## src/rtl/sync_fifo_param.sv

```systemverilog
`default_nettype none
// ============================================================================
// Module      : sync_fifo_param
// Description : Single-clock parametrised FIFO with a registered occupancy
//               count, almost-full/almost-empty thresholds, sticky
//               overflow/underflow flags and a selectable read mode
//               (registered read or first-word-fall-through).
// Ports       : clk          - single clock, rising edge
//               rst_n        - asynchronous active-low reset
//               data_in      - write data (DSIZE)
//               w_en         - write request
//               r_en         - read/pop request
//               clr_err      - clears overflow/underflow
//               data_out     - read data (DSIZE)
//               full/empty   - count == DEPTH / count == 0
//               almost_full  - count >= AF_LEVEL
//               almost_empty - count <= AE_LEVEL
//               count        - occupancy 0..DEPTH (ASIZE+1)
//               overflow     - sticky, write attempted while full
//               underflow    - sticky, read attempted while empty
// Revision    : 1.0 - initial release
// ============================================================================
module sync_fifo_param #(
    parameter int DSIZE    = 8,
    parameter int ASIZE    = 4,
    parameter int AF_LEVEL = 14,
    parameter int AE_LEVEL = 2,
    parameter int FWFT     = 0
) (
    input  logic             clk,
    input  logic             rst_n,
    input  logic [DSIZE-1:0] data_in,
    input  logic             w_en,
    input  logic             r_en,
    input  logic             clr_err,
    output logic [DSIZE-1:0] data_out,
    output logic             full,
    output logic             empty,
    output logic             almost_full,
    output logic             almost_empty,
    output logic [ASIZE:0]   count,
    output logic             overflow,
    output logic             underflow
);

    localparam int             DEPTH     = 1 << ASIZE;
    localparam logic [ASIZE:0] DEPTH_CNT = (ASIZE+1)'(DEPTH);
    localparam logic [ASIZE:0] AF_CNT    = (ASIZE+1)'(AF_LEVEL);
    localparam logic [ASIZE:0] AE_CNT    = (ASIZE+1)'(AE_LEVEL);
    localparam logic [ASIZE:0] ONE       = (ASIZE+1)'(1);

    // Reject illegal threshold/size combinations at elaboration time.
    generate
        if (ASIZE < 1 || AE_LEVEL < 0 || AE_LEVEL >= AF_LEVEL || AF_LEVEL > DEPTH) begin : g_bad_params
            $error("sync_fifo_param: require ASIZE>=1 and 0 <= AE_LEVEL < AF_LEVEL <= 2**ASIZE");
        end
    endgenerate

    logic [DSIZE-1:0] mem_q [DEPTH];
    logic [ASIZE:0]   wptr_q, wptr_d;
    logic [ASIZE:0]   rptr_q, rptr_d;
    logic [ASIZE:0]   count_q, count_d;
    logic             overflow_q, overflow_d;
    logic             underflow_q, underflow_d;
    logic             wr_ok;
    logic             rd_ok;

    // Flags come from the registered count, so they move on the same edge.
    assign full         = (count_q == DEPTH_CNT);
    assign empty        = (count_q == '0);
    assign almost_full  = (count_q >= AF_CNT);
    assign almost_empty = (count_q <= AE_CNT);
    assign count        = count_q;
    assign overflow     = overflow_q;
    assign underflow    = underflow_q;

    // Acceptance looks only at pre-edge flags: a simultaneous read does not
    // free space for a write at full, and a simultaneous write does not
    // supply data for a read at empty.
    assign wr_ok = w_en & ~full;
    assign rd_ok = r_en & ~empty;

    always_comb begin
        wptr_d      = wptr_q;
        rptr_d      = rptr_q;
        count_d     = count_q;
        overflow_d  = overflow_q;
        underflow_d = underflow_q;

        if (wr_ok) wptr_d = wptr_q + ONE;
        if (rd_ok) rptr_d = rptr_q + ONE;

        unique case ({wr_ok, rd_ok})
            2'b10:   count_d = count_q + ONE;
            2'b01:   count_d = count_q - ONE;
            default: count_d = count_q;
        endcase

        // Setting has priority over clearing on the same edge.
        if (clr_err) begin
            overflow_d  = 1'b0;
            underflow_d = 1'b0;
        end
        if (w_en & full)  overflow_d  = 1'b1;
        if (r_en & empty) underflow_d = 1'b1;
    end

    always_ff @(posedge clk or negedge rst_n) begin
        if (!rst_n) begin
            wptr_q      <= '0;
            rptr_q      <= '0;
            count_q     <= '0;
            overflow_q  <= 1'b0;
            underflow_q <= 1'b0;
        end else begin
            wptr_q      <= wptr_d;
            rptr_q      <= rptr_d;
            count_q     <= count_d;
            overflow_q  <= overflow_d;
            underflow_q <= underflow_d;
        end
    end

    // Storage is never reset; stale entries are unreachable while empty.
    always_ff @(posedge clk) begin
        if (wr_ok) begin
            mem_q[wptr_q[ASIZE-1:0]] <= data_in;
        end
    end

    generate
        if (FWFT != 0) begin : g_fwft
            // Head of queue is always presented; meaningless while empty.
            assign data_out = mem_q[rptr_q[ASIZE-1:0]];
        end else begin : g_reg_read
            logic [DSIZE-1:0] dout_q;

            always_ff @(posedge clk or negedge rst_n) begin
                if (!rst_n) begin
                    dout_q <= '0;
                end else if (rd_ok) begin
                    dout_q <= mem_q[rptr_q[ASIZE-1:0]];
                end
            end

            assign data_out = dout_q;
        end
    endgenerate

endmodule
`default_nettype wire
```

## config.mk

```make
export PLATFORM = sky130hd
export DESIGN_NAME = sync_fifo_param
export DESIGN_NICKNAME = d
export VERILOG_FILES = /design/src/rtl/sync_fifo_param.sv
export SDC_FILE = /design/constraint.sdc
export NUM_CORES = 1
export LEC_CHECK = 0
export ABC_AREA = 1
export CAP_MARGIN = 20
export CELL_PAD_IN_SITES_DETAIL_PLACEMENT = 2
export CELL_PAD_IN_SITES_GLOBAL_PLACEMENT = 2
export CORE_UTILIZATION = 35
export DETAILED_ROUTE_END_ITERATION = 7
export PLACE_DENSITY_LB_ADDON = 0.1
export SETUP_SLACK_MARGIN = 0.5
export SLEW_MARGIN = 20
export SYNTH_ARGS = -nofsm -noshare
export SYNTH_HDL_FRONTEND = slang
export SYNTH_SLANG_ARGS = --single-unit
export TNS_END_PERCENT = 100
```

## constraint.sdc

```tcl
create_clock -name clk -period 2.1 [get_ports clk]
set_clock_uncertainty 0.05 [all_clocks]
set_input_delay 0.42 -clock clk [delete_from_list [all_inputs] [get_ports clk]]
set_output_delay 0.42 -clock clk [all_outputs]
set_load 0.01 [all_outputs]
```

**Yosys cells after proc, flatten, opt, wreduce, memory -nomap -nowiden**

Memory sizes are Yosys's and may differ from the RTL's. A register that Yosys moved wholly into a read port is not among the register bits.
Cells that the tools add are included.

- Bits in registers: 17
- RAM bits: 128
- Output and inout port bits: 19
- Logic and storage cells: 32
- Memories kept: 1

Memories:

| memory | depth | bits a word | read ports | clocked after Yosys merged registers in | write ports | RTL line | RTL |
|---|---|---|---|---|---|---|---|
| mem_q | 16 | 8 | 1 | 1 | 1 | 59 | `logic [DSIZE-1:0] mem_q [DEPTH];` |

- Add/subtract/negate cells: 4
- Order comparisons: 2
- Eq/ne operators: 3
- Mux-type cells: 6
- Bitwise logic cells: 6
- Reductions and logical operators: 5

Operators by type and width:

| operator | number |
|---|---|
| $add 5x1->5 const B | 3 |
| $pmux 5 s2 | 1 |
| $reduce_bool 2->1 | 3 |
| $eq 5x5->1 const B | 1 |
| $ge 5x4->1 const B | 1 |
| $le 5x2->1 const B | 1 |
| $logic_not 5->1 | 1 |
| $mux 1 | 5 |
| $sub 5x1->5 const B | 1 |
| $and 1x1->1 | 4 |
| $eq 2x1->1 const B | 1 |
| $eq 2x2->1 const B | 1 |
| $not 1->1 | 2 |
| $logic_not 1->1 | 1 |

**Logic depth before layout (Yosys ltp)**

Gate-level depths: netlist (run 1).

- Depth in word-level cells: 5
- Mapped depth: 16

**Worst setup path after synthesis (run 1)**

OpenSTA, ideal clock, no wires.

- Kind: reg-to-reg
- Start point: reg count_q[3], in the netlist count[3]
- End point: reg count_q[4], in the netlist count[4]
- Library setup time: 117 ps
- Arrival time: 2,004 ps
- Data required time: 1,933 ps
- Path slack: -71 ps
- Stages on the path, launching flop included: 17
- Path buffers: 1
- Clock period less this slack: 2,171 ps
- Cells stage by stage: dfrtp_1 > nor2_1 > nand4_1 > nand2_1 > inv_1 > buf_2 > ha_1 > xor2_1 > ha_1 > inv_1 > nand2_1 > nand3_1 > nand2_1 > nand2_1 > nand2_1 > nand2_1 > nand2_1

- Cells in the longest elaborated chain, start to end: 5

RTL lines:

| item | RTL line | RTL |
|---|---|---|
| start: declaration | 62 | `logic [ASIZE:0] count_q, count_d;` |
| start signal: assignment | 118 | `count_q <= count_d;` |
| $logic_not 5->1 * | 70 | `assign empty = (count_q == '0);` |
| $not 1->1 * | 81 | `assign rd_ok = r_en & ~empty;` |
| $and 1x1->1 * | 81 |  |
| net rd_ok | 66 | `logic rd_ok;` |
| $eq 2x1->1 or $eq 2x2->1 (tied branches) | 93 | `unique case ({wr_ok, rd_ok})` |
| $pmux 5 s2 or $reduce_bool 2->1 (tied branches) | n/a |  |

The timed path passes the listed nets; every way through them passes the cells marked *.
A chain may end at the register's enable or synchronous reset.

**Worst setup path in the final report (run 1)**

- Start point: reg count_q[3], in the netlist count[3]
- End point: reg count_q[2], in the netlist count[2]

- Cells in the longest elaborated chain, start to end: 5

RTL lines:

| item | RTL line |
|---|---|
| $eq 5x5->1 or $logic_not 5->1 (tied branches) | 69, 70 |
| $not 1->1 (on tied branches) | 80, 81 |
| $and 1x1->1 (on tied branches) | 80, 81 |
| $eq 2x1->1 or $eq 2x2->1 (tied branches) | 93 |
| $pmux 5 s2 or $reduce_bool 2->1 (tied branches) | n/a |

Several ways; a longest one is shown, not always the timed one.

==> flow_metrics.env, run 1 <==
export IMPL_grt_pass1_wl_um=34300
export IMPL_place_inst=955
export IMPL_portBuffers=31
export IMPL_path_max_fanout=3
export IMPL_finalPower_mw=12.7
export IMPL_ys_seq_area_share_pct=65.5
export IMPL_layout_drive_gt1_share_pct=23.2
export IMPL_netlist_area_um2=6740
export IMPL_syn_inst=683
export IMPL_drc_errors=0
export IMPL_cts_tree="built"
export IMPL_die_w_um=141
export IMPL_die_y_um=141
export IMPL_setup_viol=2
export IMPL_maxCapViolCount=0
export IMPL_power_switching_mw=5.26
export IMPL_setup_worst_path_end_class="flip-flop"
export IMPL_min_path_type="in2async"
export IMPL_p_clk_share_pct=23.7
export IMPL_setup_tns_ns=-0.135
export IMPL_arrival_ns=2.43
export IMPL_die_area_um2=19800
export IMPL_wire_per_inst_um=23.1
export IMPL_power_frac_seq_pct=32.0
export IMPL_routed_wl_um=23600
export IMPL_drt_iter0_markers=261
export IMPL_pin_count=32
export IMPL_multiInputGateArea_um2=2090
export IMPL_core_area_um2=18800
export IMPL_clk_latency_ns=0.44
export IMPL_tightest_slew_ns=0.494
export IMPL_seqCellArea_um2=4420
export IMPL_power_internal_mw=7.44
export IMPL_first_pass_iters=4
export IMPL_violations="negative setup slack"
export IMPL_startpoint_type="flip-flop"
export IMPL_ys_seq_elements=151
export IMPL_critPathBufInv=3
export IMPL_finalWorstSetupSlack_ns=-0.0755
export IMPL_cts_hold_buf=0
export IMPL_ir_worst_vdd_mv=0.609
export IMPL_grt_setup_unrepaired="yes"
export IMPL_grt_max_degree=40
export IMPL_holdWs_ns=0.320
export IMPL_cp_required_ns=2.35
export IMPL_path_clk_slew_ns=0.08
export IMPL_max_slew_margin_rel_pct=67.0
export IMPL_p_sw_share_pct=41.4
export IMPL_clock_path_buffers=2
export IMPL_nets=796
export IMPL_antenna_found_initial=0
export IMPL_htreeDepth=4
export IMPL_hpwl_um=14100
export IMPL_p_leak_nw=3.90
export IMPL_final_cells=1022
export IMPL_slew_viol_final=0
export IMPL_fillers=1903
export IMPL_max_freq_mhz=460
export IMPL_grt_pass1_vias=5765
export IMPL_vias=5071
export IMPL_netlist_cell_type_count=21
export IMPL_ys_warn_count=0
export IMPL_dpl_cell_area_um2=7670
export IMPL_worstSetupPathType="reg2reg"
export IMPL_powerDensity_nw_per_um2=1430
export IMPL_gp_congestion=0.822
export IMPL_syn_nets=704
export IMPL_slowest_stage="dfrtp_2"
export IMPL_diodes=0
export IMPL_overflow=0
export IMPL_syn_area_per_cell_um2=9.87
export IMPL_pwr_share_comb_pct=44.3
export IMPL_hold_violations=0
export IMPL_cp_top_family="simple AND/OR/NAND/NOR gates"
export IMPL_outcome="finished, violations left"
export IMPL_path_cells="nor2_4 > nand4_1 > nand2_1 > inv_2 > ha_4 > xor2_4 > ha_4 > inv_2 > nand2_2 > buf_6 > nor2_4 > o22ai_2"
export IMPL_numCtsBuffers=17
export IMPL_cts_sinks=151
export IMPL_fin_crit_sh_pct=104
export IMPL_areaGrowthSynthToFinish_pct=32.2
export IMPL_fin_crit_ns=2.18
export IMPL_design_area_um2=8910
export IMPL_rows=50
export IMPL_root_buffer="clkbuf_16"
export IMPL_vias_per_cell=4.96
export IMPL_start_util_pct=35.9
export IMPL_antenna_left=0
export IMPL_grt_usage_pct=24.1
export IMPL_slowest_delay_ns=0.45
-- cells by family after synthesis --
group / count (synthesis) / synth area share [%]
buffers and inverters: 151 / 9.26
DFF: 151 / 65.5
adders and majority gates: 8 / 1.48
xor gates and xnor gates: 9 / 1.17
and+or+nand+nor: 355 / 21.8
AOI/OAI and AO/OA: 9 / 0.798
-- worst paths after layout --
kind	from	to	slack (ns)	cells past startpoint
setup / recovery	count[3]$_DFFE_PN0P_	count[2]$_DFFE_PN0P_	-0.08	12
min in group clk	data_out[4]$_DFFE_PN0P_	data_out[4]$_DFFE_PN0P_	0.44	2
setup reg to reg	count[3]$_DFFE_PN0P_	count[2]$_DFFE_PN0P_	-0.08	12
hold reg to reg	data_out[4]$_DFFE_PN0P_	data_out[4]$_DFFE_PN0P_	0.44	2
hold / removal	rst_n	data_out[3]$_DFFE_PN0P_	0.32	2
max in group asynchronous	rst_n	count[3]$_DFFE_PN0P_	1.40	2
-- synthesized netlist by cell type --
| master | count | area [um2] |
|---|---|---|
| clkbuf_1 | 2 | 7.51 |
| o22ai_1 | 1 | 6.26 |
| inv_2 | 1 | 3.75 |
| a211oi_1 | 1 | 7.51 |
| nand2_1 | 228 | 856 |
| o21ai_0 | 5 | 25.0 |
| buf_4 | 8 | 60.1 |
| ha_1 | 8 | 100 |
| nand3_1 | 104 | 521 |
| edfxtp_1 | 128 | 3840 |
| xnor2_1 | 1 | 8.76 |
| dfrtp_1 | 23 | 576 |
| buf_2 | 16 | 80.1 |
| xor2_1 | 8 | 70.1 |
| a21boi_0 | 1 | 7.51 |
| o31ai_1 | 1 | 7.51 |
| nor2_1 | 21 | 78.8 |
| nand4_1 | 2 | 12.5 |
| buf_6 | 1 | 11.3 |
| inv_1 | 122 | 458 |
| clkinv_1 | 1 | 3.75 |
-- power groups by stage --
stage                     Sequential, mW  Combinational, mW  Clock, mW
final                               4.07               5.63       3.01
after global routing                4.10               6.10       3.15
after CTS                           4.04               5.03       3.04
after detailed placement            4.07               4.60          0
after global placement              4.02               4.41          0
after floorplan                     4.05               2.68          0
-- metal layers --
layer	vias to the layer above	track usage, %	wire length, um
met5	-	0	0
li1	2364	-	-
met2	88	43.4	12500
met4	0	9.84	675
met3	31	3.74	546
met1	2588	28.6	9880
-- layout by cell type (no fill, tap or decap), drive strengths merged --
| cell type | count |
|---|---|
| a211oi | 1 |
| a21boi | 1 |
| buf | 78 |
| bufinv | 1 |
| clkbuf | 17 |
| clkdlybuf4s15 | 9 |
| clkdlybuf4s50 | 12 |
| clkinv | 7 |
| clkinvlp | 2 |
| dfrtp | 23 |
| dlygate4sd2 | 1 |
| edfxtp | 128 |
| ha | 8 |
| inv | 129 |
| nand2 | 228 |
| nand3 | 104 |
| nand4 | 2 |
| nor2 | 21 |
| o21ai | 5 |
| o22ai | 1 |
| o31ai | 1 |
| xnor2 | 1 |
| xor2 | 8 |
-- state kept, by name (all words and copies together) (netlist names) --
register	flops
overflow	1
data_out	8
count	5
rptr_q	4
mem_q	128
underflow	1
wptr_q	4
-- repair_timing --
action,CTS,global route
endpoints found under the setup margin,160,163
cloned,1,0
pin swaps,25,17
gates resized for setup,103,61
setup buffers,22,12
-- per-stage QoR --
stage | setup slack, ns | util (%)
2_1_floorplan | 0.0939 | -
3_5_place_dp | -0.150 | 40.9
4_1_cts | 0.127 | 46.1
3_3_place_gp | -0.0661 | 40.9
6_report | -0.0755 | 47.5
5_1_grt | -0.129 | 47.5
-- cell type report --
cell class,count,area share (%)
Tap cell,234,3.28
Clock inverter,15,1.61
Inverter,124,5.57
Timing Repair Buffer,100,11.7
Multi-Input combinational cell,381,23.4
Sequential cell,151,49.6
Clock buffer,17,4.77
(Power assumes the default switching activity.)
==> inputs of run 2 (changes only) <==
--- a/config.mk
+++ b/config.mk
@@ -13,7 +13,6 @@
 export DETAILED_ROUTE_END_ITERATION = 7
 export PLACE_DENSITY_LB_ADDON = 0.1
 export SETUP_SLACK_MARGIN = 0.5
-export SLEW_MARGIN = 20
 export SYNTH_ARGS = -nofsm -noshare
 export SYNTH_HDL_FRONTEND = slang
 export SYNTH_SLANG_ARGS = --single-unit
==> results of run 2 <==
Same layout as run 1: the final DEF is identical, and so are final timing and power.
